--- src/rtl/bit_serial_mac_seq.sv ---
// Bit-serial (Stripes-style) dot-product engine: one weight bit-column per beat,
// masked adder-tree reduction, shift by column index, signed-MSB negation, internal accumulation.
module bit_serial_mac_seq #(
  parameter int DATA_WIDTH = 8,
  parameter int VEC_LENGTH = 16,
  parameter int W_PREC_MAX = 8,
  parameter int SUM_WIDTH  = DATA_WIDTH + $clog2(VEC_LENGTH),
  parameter int ACC_WIDTH  = SUM_WIDTH + W_PREC_MAX + 2
) (
  input  logic                              clk,
  input  logic                              reset,
  input  logic                              clear,
  input  logic                              in_valid,
  output logic                              in_ready,
  input  logic [DATA_WIDTH-1:0]             act [VEC_LENGTH],
  input  logic                              w_bit [VEC_LENGTH],
  input  logic [$clog2(W_PREC_MAX+1)-1:0]   w_prec,
  input  logic                              signed_mode,
  input  logic                              load_accum,
  input  logic [ACC_WIDTH-1:0]              accum_prev,
  output logic                              out_valid,
  input  logic                              out_ready,
  output logic [ACC_WIDTH-1:0]              result,
  output logic                              busy,
  output logic [1:0]                        dbg_state
);

  localparam int PW = $clog2(W_PREC_MAX + 1);

  // Handshakes: a beat transfers when in_valid & in_ready at a rising edge; a result
  // transfers when out_valid & out_ready at a rising edge. Neither ready depends on its valid.
  typedef enum logic [1:0] {
    IDLE  = 2'd0,
    ACCUM = 2'd1,
    DONE  = 2'd2
  } state_t;

  state_t                state_q, state_d;
  logic [PW-1:0]         col_q, col_d;
  logic [PW-1:0]         p_q, p_d;
  logic                  mode_q, mode_d;
  logic [ACC_WIDTH-1:0]  acc_q, acc_d;

  logic signed [SUM_WIDTH-1:0] csum;
  logic [ACC_WIDTH-1:0]        term;
  logic [ACC_WIDTH-1:0]        base;
  logic [PW-1:0]               p_in;
  logic [PW-1:0]               p_cur;
  logic                        mode_cur;
  logic                        first;
  logic                        last;
  logic                        accept;

  assign in_ready  = (state_q != DONE);
  assign out_valid = (state_q == DONE);
  assign busy      = (state_q == ACCUM);
  assign result    = acc_q;
  assign dbg_state = state_q;

  always_comb begin
    csum = '0;
    for (int j = 0; j < VEC_LENGTH; j++) begin
      if (w_bit[j]) begin
        csum = csum + $signed({{(SUM_WIDTH-DATA_WIDTH){act[j][DATA_WIDTH-1]}}, act[j]});
      end
    end
  end

  always_comb begin
    // Zero precision behaves as a single column; oversize precision clamps to the maximum.
    p_in = w_prec;
    if (w_prec == '0) begin
      p_in = PW'(1);
    end else if (w_prec > PW'(W_PREC_MAX)) begin
      p_in = PW'(W_PREC_MAX);
    end
  end

  always_comb begin
    first    = (state_q == IDLE);
    p_cur    = first ? p_in : p_q;
    mode_cur = first ? signed_mode : mode_q;
    last     = (col_q == (p_cur - PW'(1)));
    accept   = in_valid & in_ready;
    base     = first ? (load_accum ? accum_prev : '0) : acc_q;
    term     = {{(ACC_WIDTH-SUM_WIDTH){csum[SUM_WIDTH-1]}}, csum} << col_q;
    if (last && mode_cur) begin
      term = -term;
    end
  end

  always_comb begin
    state_d = state_q;
    col_d   = col_q;
    p_d     = p_q;
    mode_d  = mode_q;
    acc_d   = acc_q;
    if (clear) begin
      state_d = IDLE;
      col_d   = '0;
      acc_d   = '0;
    end else begin
      case (state_q)
        IDLE: begin
          if (accept) begin
            acc_d  = base + term;
            p_d    = p_in;
            mode_d = signed_mode;
            if (last) begin
              state_d = DONE;
              col_d   = '0;
            end else begin
              state_d = ACCUM;
              col_d   = PW'(1);
            end
          end
        end
        ACCUM: begin
          if (accept) begin
            acc_d = base + term;
            if (last) begin
              state_d = DONE;
              col_d   = '0;
            end else begin
              col_d = col_q + PW'(1);
            end
          end
        end
        DONE: begin
          if (out_ready) begin
            state_d = IDLE;
          end
        end
        default: begin
          state_d = IDLE;
          col_d   = '0;
        end
      endcase
    end
  end

  always_ff @(posedge clk or posedge reset) begin
    if (reset) begin
      state_q <= IDLE;
      col_q   <= '0;
      p_q     <= '0;
      mode_q  <= 1'b0;
      acc_q   <= '0;
    end else begin
      state_q <= state_d;
      col_q   <= col_d;
      p_q     <= p_d;
      mode_q  <= mode_d;
      acc_q   <= acc_d;
    end
  end

endmodule
--- config.mk ---
export PLATFORM = sky130hd
export DESIGN_NAME = bit_serial_mac_seq
export DESIGN_NICKNAME = d
export VERILOG_FILES = /design/src/rtl/bit_serial_mac_seq.sv
export SDC_FILE = /design/constraint.sdc
export NUM_CORES = 1
export LEC_CHECK = 0
export ABC_AREA = 0
export CAP_MARGIN = 20
export CORE_MARGIN = 2
export CORE_UTILIZATION = 50
export CTS_CLUSTER_DIAMETER = 60
export CTS_CLUSTER_SIZE = 14
export DETAILED_ROUTE_END_ITERATION = 12
export PLACE_DENSITY = 0.78
export SLEW_MARGIN = 5
export SYNTH_ARGS = -nofsm -noshare
export SYNTH_HDL_FRONTEND = slang
export SYNTH_SLANG_ARGS = --single-unit
--- constraint.sdc ---
create_clock -name clk -period 6.6 [get_ports clk]
set_input_delay 1.32 -clock clk [delete_from_list [all_inputs] [get_ports clk]]
set_output_delay 1.32 -clock clk [all_outputs]
set_load 0.05 [all_outputs]
==> results of run 1 <==
synth_stat cells (8+ instances only):
| cell type | instances | area, um2 |
|---|---|---|
| o211ai_1 | 22 | 165.2 |
| o31a_1 | 8 | 70.07 |
| xnor2_1 | 75 | 656.9 |
| mux2i_1 | 29 | 290.3 |
| o22ai_1 | 10 | 62.56 |
| a21o_1 | 45 | 337.8 |
| or3_1 | 20 | 125.1 |
| fa_1 | 15 | 300.3 |
| nand4_1 | 21 | 131.4 |
| a211oi_1 | 44 | 330.3 |
| xor2_1 | 49 | 429.2 |
| a211o_1 | 11 | 96.34 |
| nand3b_1 | 11 | 82.58 |
| nand3_1 | 44 | 220.2 |
| or2_2 | 17 | 106.4 |
| ha_1 | 195 | 2440 |
| o2111ai_1 | 13 | 113.9 |
| dfrtp_1 | 33 | 825.8 |
| nor4_1 | 15 | 93.84 |
| or4_1 | 8 | 60.06 |
| o311ai_0 | 9 | 78.83 |
| a2111oi_0 | 10 | 87.58 |
| o21a_1 | 51 | 382.9 |
| and3b_1 | 9 | 78.83 |
| nand2b_1 | 38 | 237.7 |
| a31oi_1 | 28 | 175.2 |
| o21ai_0 | 195 | 975.9 |
| nor2b_1 | 35 | 219.0 |
| clkbuf_1 | 74 | 277.8 |
| nor2_1 | 209 | 784.5 |
| mux2_2 | 34 | 382.9 |
| a21boi_0 | 14 | 105.1 |
| nor3b_1 | 14 | 105.1 |
| a31o_2 | 8 | 70.07 |
| o21bai_1 | 17 | 127.6 |
| and3_1 | 10 | 62.56 |
| buf_1 | 8 | 30.03 |
| nand2_1 | 237 | 889.6 |
| nor3_1 | 57 | 285.3 |
| inv_1 | 120 | 450.4 |
| a21oi_1 | 142 | 710.7 |
| o31ai_1 | 39 | 292.8 |
| and2_1 | 14 | 87.58 |
cells by family after synthesis:
group	count (synthesis)	synth area share [%]
xor gates and xnor gates	129	7.838
buffers and inverters	217	5.427
AOI/OAI and AO/OA	769	33.72
adders and majority gates	210	17.90
muxes	66	4.863
DFF	33	5.394
and+or+nand+nor	785	24.86
metrics by stage:
step	setup WS, ps	cells	hold slack, ps
after floorplan	-12730	2209	474.9
after CTS	-13240	3670	508.5
after detailed placement	-15550	3528	496.9
after global placement	-15200	3528	488.0
metal layers:
layer | GRT overflow | global-route usage [%]
met1 | 2 | 63.49
met2 | 6 | 82.71
met3 | 0 | 41.69
met4 | 7 | 50.78
met5 | 0 | 22.28
what timing repair did:
item	4_1_cts
endpoints found under the setup margin	22
buffers inserted	135
gates cloned	0
pin swaps	182
gates resized for setup	293
==> flow_metrics.tcl, run 1 <==
set metrics [dict create \
    stop_stage "global routing (5_1_grt)" \
    grt_max_degree 52 \
    syn_area_per_cell_um2 6.931 \
    clk_path_buf_depth 2 \
    synth_edf_count 0 \
    syn-num-nets 2596 \
    synth_ff_type "dfrtp_1" \
    grt.total_usage_pct 61.42 \
    yosysUniqueCellTypes 96 \
    place.gp.congestion 0.9751 \
    async_flop_share_pct 100.0 \
    die_x_um 179.0 \
    clock-root-buffer "clkbuf_16" \
    syn-cell-area_um2 15310 \
    synthCells 2209 \
    io_buffers 203 \
    start_util_pct 50.45 \
    status "aborted with a tool error" \
    tool.error "[ERROR GRT-0116] Global routing finished with congestion. Check the congestion regions in the DRC Viewer." \
    ios 204 \
    ys_warn_count 0 \
    ys_seq_elements 33 \
    cts_max_level 2 \
    dp_hpwl_mm 52.81 \
    first_global_vias 26590 \
    grt_overflow 15 \
    cts.sinks 33 \
    row_count 64 \
    grt_first_pass_wirelength_mm 149.8 \
    cts_inserted_buffers 5 \
    hold_buffers 0 \
    die_h_um 179.0 \
    place_area_um2 24420 \
    yosysSeqAreaShare_pct 5.394 \
]
==> run 2: changes to the inputs <==
CORE_UTILIZATION = 35   (was 50)
CTS_CLUSTER_DIAMETER = not set   (was 60)
CTS_CLUSTER_SIZE = not set   (was 14)
PLACE_DENSITY = not set   (was 0.78)
PLACE_DENSITY_LB_ADDON = 0.15   (was not set)
clock period = 8.6 ns   (was 6.6 ns; I/O delays follow)
==> run 2 against run 1 <==
The flow now finishes, with violations (negative setup slack). Synthesized area did not move. Synthesized cell count unchanged.
==> flow_metrics.tcl, run 2 <==
set metrics [dict create \
    layout-drive-gt1-share_pct 48.29 \
    synthCells 2209 \
    grt_overflow 0 \
    synth_fa_ha_area_share_pct 17.90 \
    grt_first_pass_wirelength_mm 108.6 \
    fin_skew_ps 5.654 \
    crit_required_ps 8800 \
    wl_met2_mm 35.60 \
    die_x_um 213.1 \
    die-area_um2 45430 \
    wl_met3_mm 2.726 \
    arrival_ps 20860 \
    critPathMaxFanout 6 \
    top_layer "met4" \
    avgViaCountPerCell 5.423 \
    yosysUniqueCellTypes 96 \
    synth_ff_type "dfrtp_1" \
    drt-initial-drc-count 1268 \
    setup_ws_ps -12060 \
    syn-num-nets 2596 \
    dr.pass1.iters 5 \
    syn-cell-area_um2 15310 \
    die_h_um 213.1 \
    synth_top_family_by_area "compound AO/OA/AOI/OAI gates" \
    pre_cts_ws_ps -13830 \
    place.gp.congestion 0.9127 \
    ys_seq_elements 33 \
    vias 21930 \
    maxSlewHeadroom_pct 23.03 \
    grt_max_degree 52 \
    ys_warn_count 0 \
    slowest_stage "or4b_4" \
    start_kind "input port" \
    largest_register_ffs 22 \
    clock-root-buffer "clkbuf_16" \
    num_antenna_cells 0 \
    clk_path_buf_depth 2 \
    syn_area_per_cell_um2 6.931 \
    synthSimpleGateAreaFrac_pct 24.86 \
    ys_top_cells_by_area "ha_1, o21ai_0, nand2_1" \
    grt_setup_unrepaired "yes" \
    cts_max_level 2 \
    setup_viol 22 \
    path_class "in2reg" \
    antenna_left 0 \
    synth_most_common_cell "nand2_1" \
    drc 0 \
    max_cap_violations 0 \
    synth_edf_count 0 \
    fin_crit_sh_pct 240.3 \
    area_growth_pct 93.24 \
    io_buffers 203 \
    cp_slowest_stage_delay_ps 520 \
    wirelength_mm 72.06 \
    fmax_ghz 0.04840 \
    synth_xor_area_share_pct 7.838 \
    final_hold_viol_count 0 \
    wire_per_inst_um 17.82 \
    hold_path.class "reg2reg" \
    first_global_vias 21640 \
    hold_buffers 0 \
    start_util_pct 35.46 \
    netlist.area_leader.share_pct 15.94 \
    layout_common_cells "buf_4, nand2_1, clkdlybuf4s50_1" \
    ios 204 \
    yosysSeqAreaShare_pct 5.394 \
    grt.total_usage_pct 29.42 \
    core_um2 43170 \
    synth_common_cells "nand2_1, nor2_1, ha_1, o21ai_0, a21oi_1" \
    final_common_cell "buf_4" \
    row_count 76 \
    synth-compound-area-share_pct 33.72 \
    finalNetCount 3844 \
    min_period_ps 20660 \
    yosysTopAreaCell "ha_1" \
    utilization_pct 68.53 \
    crit_path_end_kind "flip-flop" \
    violations "negative setup slack" \
    muxShareOfSynthArea_pct 4.863 \
    async_flop_share_pct 100.0 \
    dp_hpwl_mm 53.36 \
    tritoncts "yes" \
    cpMostUsedCell "buf_4" \
    status "finished with violations" \
    cts_inserted_buffers 5 \
    clk_pin_slew_ps 60 \
    antenna_found_initial 0 \
    finalMaxSlewViolations 0 \
    cts.sinks 33 \
    clk_latency_ps 280 \
    tightestPinTransition_ps 1146 \
    wl_met1_mm 31.67 \
]
==> run 2: cell counts after synthesis <==
Identical to the previous run, type by type.
==> run 2: per-layer routing <==
metal	vias to the layer above	GRT usage [%]
met2	608	53.75
met3	147	1.294
li1	10700	-
met5	-	0
met1	10470	37.91
met4	0	7.064
==> run 2: cell families after synthesis <==
kind of cell               after synthesis
xor gates and xnor gates               129
AOI/OAI and AO/OA                      769
adders and majority gates              210
and+or+nand+nor                        785
muxes                                   66
DFF                                     33
buffers and inverters                  217
==> run 2: path summary, 6_finish.rpt <==
kind	from	end	slack (ps)	cells past startpoint
worst max register to register	dbg_state[0]	result[21]	2010	26
worst max-delay path	w_bit[15]	result[21]	-12060	113
min in group asynchronous	reset	result[4]	1850	3
max in group asynchronous	reset	col_q[3]	6430	3
worst min register to register	mode_q	mode_q	510	1
worst min-delay path	mode_q	mode_q	510	1
==> run 2: cell type report <==
type,instances,area (um2)
sequential,33,825.8
inverter,126,483.0
multi-input combinational,1959,16800
fill,3548,13590
tap,585,732.0
timing repair buffer,1332,10600
clock buffer,5,125.1
clock inverter,3,17.52
==> run 2: critical path, delay by kind of cell <==
kind	cells	cell delay [ps]
buffers and inverters	26	3010
muxes	4	1220
adders and majority gates	14	3570
AOI/OAI and AO/OA	36	5910
and+or+nand+nor	25	4040
xor gates and xnor gates	8	1360
==> run 2: timing repair <==
action | in CTS | in global routing
gates cloned | 0 | 0
endpoints found under the setup margin | 22 | 22
pin swaps | 191 | 211
buffers inserted | 210 | 85
endpoints found under the hold margin | 0 | 0
resized for setup | 310 | 229
==> run 2: metrics by stage <==
stage               hold WS [ps]  setup TNS, ps  instance area (um2)  instances
global route               536.7        -234920                29580       4043
finish                     508.3        -222640                29580       4043
floorplan                  474.9        -195170                16190       2209
global placement           491.9        -253770                24870       3748
CTS                        514.5        -214610                27970       3963
detailed placement         501.6        -256520                24870       3748
Power of run 2 is left out: the tool's default activity adds up to more than one toggle a clock period on the data nets, which glitch-free logic cannot reach.
==> run 3: changes to the inputs <==
CORE_UTILIZATION = 55   (was 35)
==> run 3 against run 2 <==
The flow now stops in clock tree synthesis (4_1_cts). Synthesized cell count stayed put. Synthesized area stayed put.
==> flow_metrics.tcl, run 3 <==
set metrics [dict create \
    status "aborted with a tool error" \
    stop_stage "clock tree synthesis (4_1_cts)" \
    tool.error "[ERROR DPL-0033] detailed placement checks failed during check placement." \
    dp_hpwl_mm 53.42 \
    die_x_um 170.8 \
    start_util_pct 55.41 \
    synth_ff_type "dfrtp_1" \
    pre_cts_ws_ps -13590 \
    syn-cell-area_um2 15310 \
    row_count 61 \
    async_flop_share_pct 100.0 \
    postCtsSetupBuffers 189 \
    synth_edf_count 0 \
    clk_path_buf_depth 2 \
    ys_top_cells_by_area "ha_1, o21ai_0, nand2_1" \
    dp.cells 3505 \
    cts_resized 287 \
    place.gp.congestion 0.9844 \
    syn_area_per_cell_um2 6.931 \
    place_area_um2 24350 \
    cts.sinks 33 \
    yosysSeqAreaShare_pct 5.394 \
    cts_inserted_buffers 5 \
    ios 204 \
    synth_most_common_cell "nand2_1" \
    synth_common_cells "nand2_1, nor2_1, ha_1, o21ai_0, a21oi_1" \
    syn-num-nets 2596 \
    clock-root-buffer "clkbuf_16" \
    die_h_um 170.8 \
    cts_max_level 2 \
    yosysTopAreaCell "ha_1" \
    ys_warn_count 0 \
    io_buffers 203 \
    ys_seq_elements 33 \
    synthCells 2209 \
    yosysUniqueCellTypes 96 \
    netlist.area_leader.share_pct 15.94 \
    hold_buffers 0 \
]
==> run 3: cell counts after synthesis <==
Identical to the previous run, type by type.
==> run 3: logic make-up after synthesis <==
family / after synthesis / share of synthesized area [%]
and+or+nand+nor: 785 / 24.86
AOI/OAI and AO/OA: 769 / 33.72
buffers and inverters: 217 / 5.427
adders and majority gates: 210 / 17.90
xor gates and xnor gates: 129 / 7.838
muxes: 66 / 4.863
DFF: 33 / 5.394
==> run 3: through the flow <==
| step | util [%] | setup TNS, ps |
|---|---|---|
| 3_5_place_dp | 88.12 | -253130 |
| 3_3_place_gp | 88.12 | -242180 |
| 2_1_floorplan | - | -195170 |
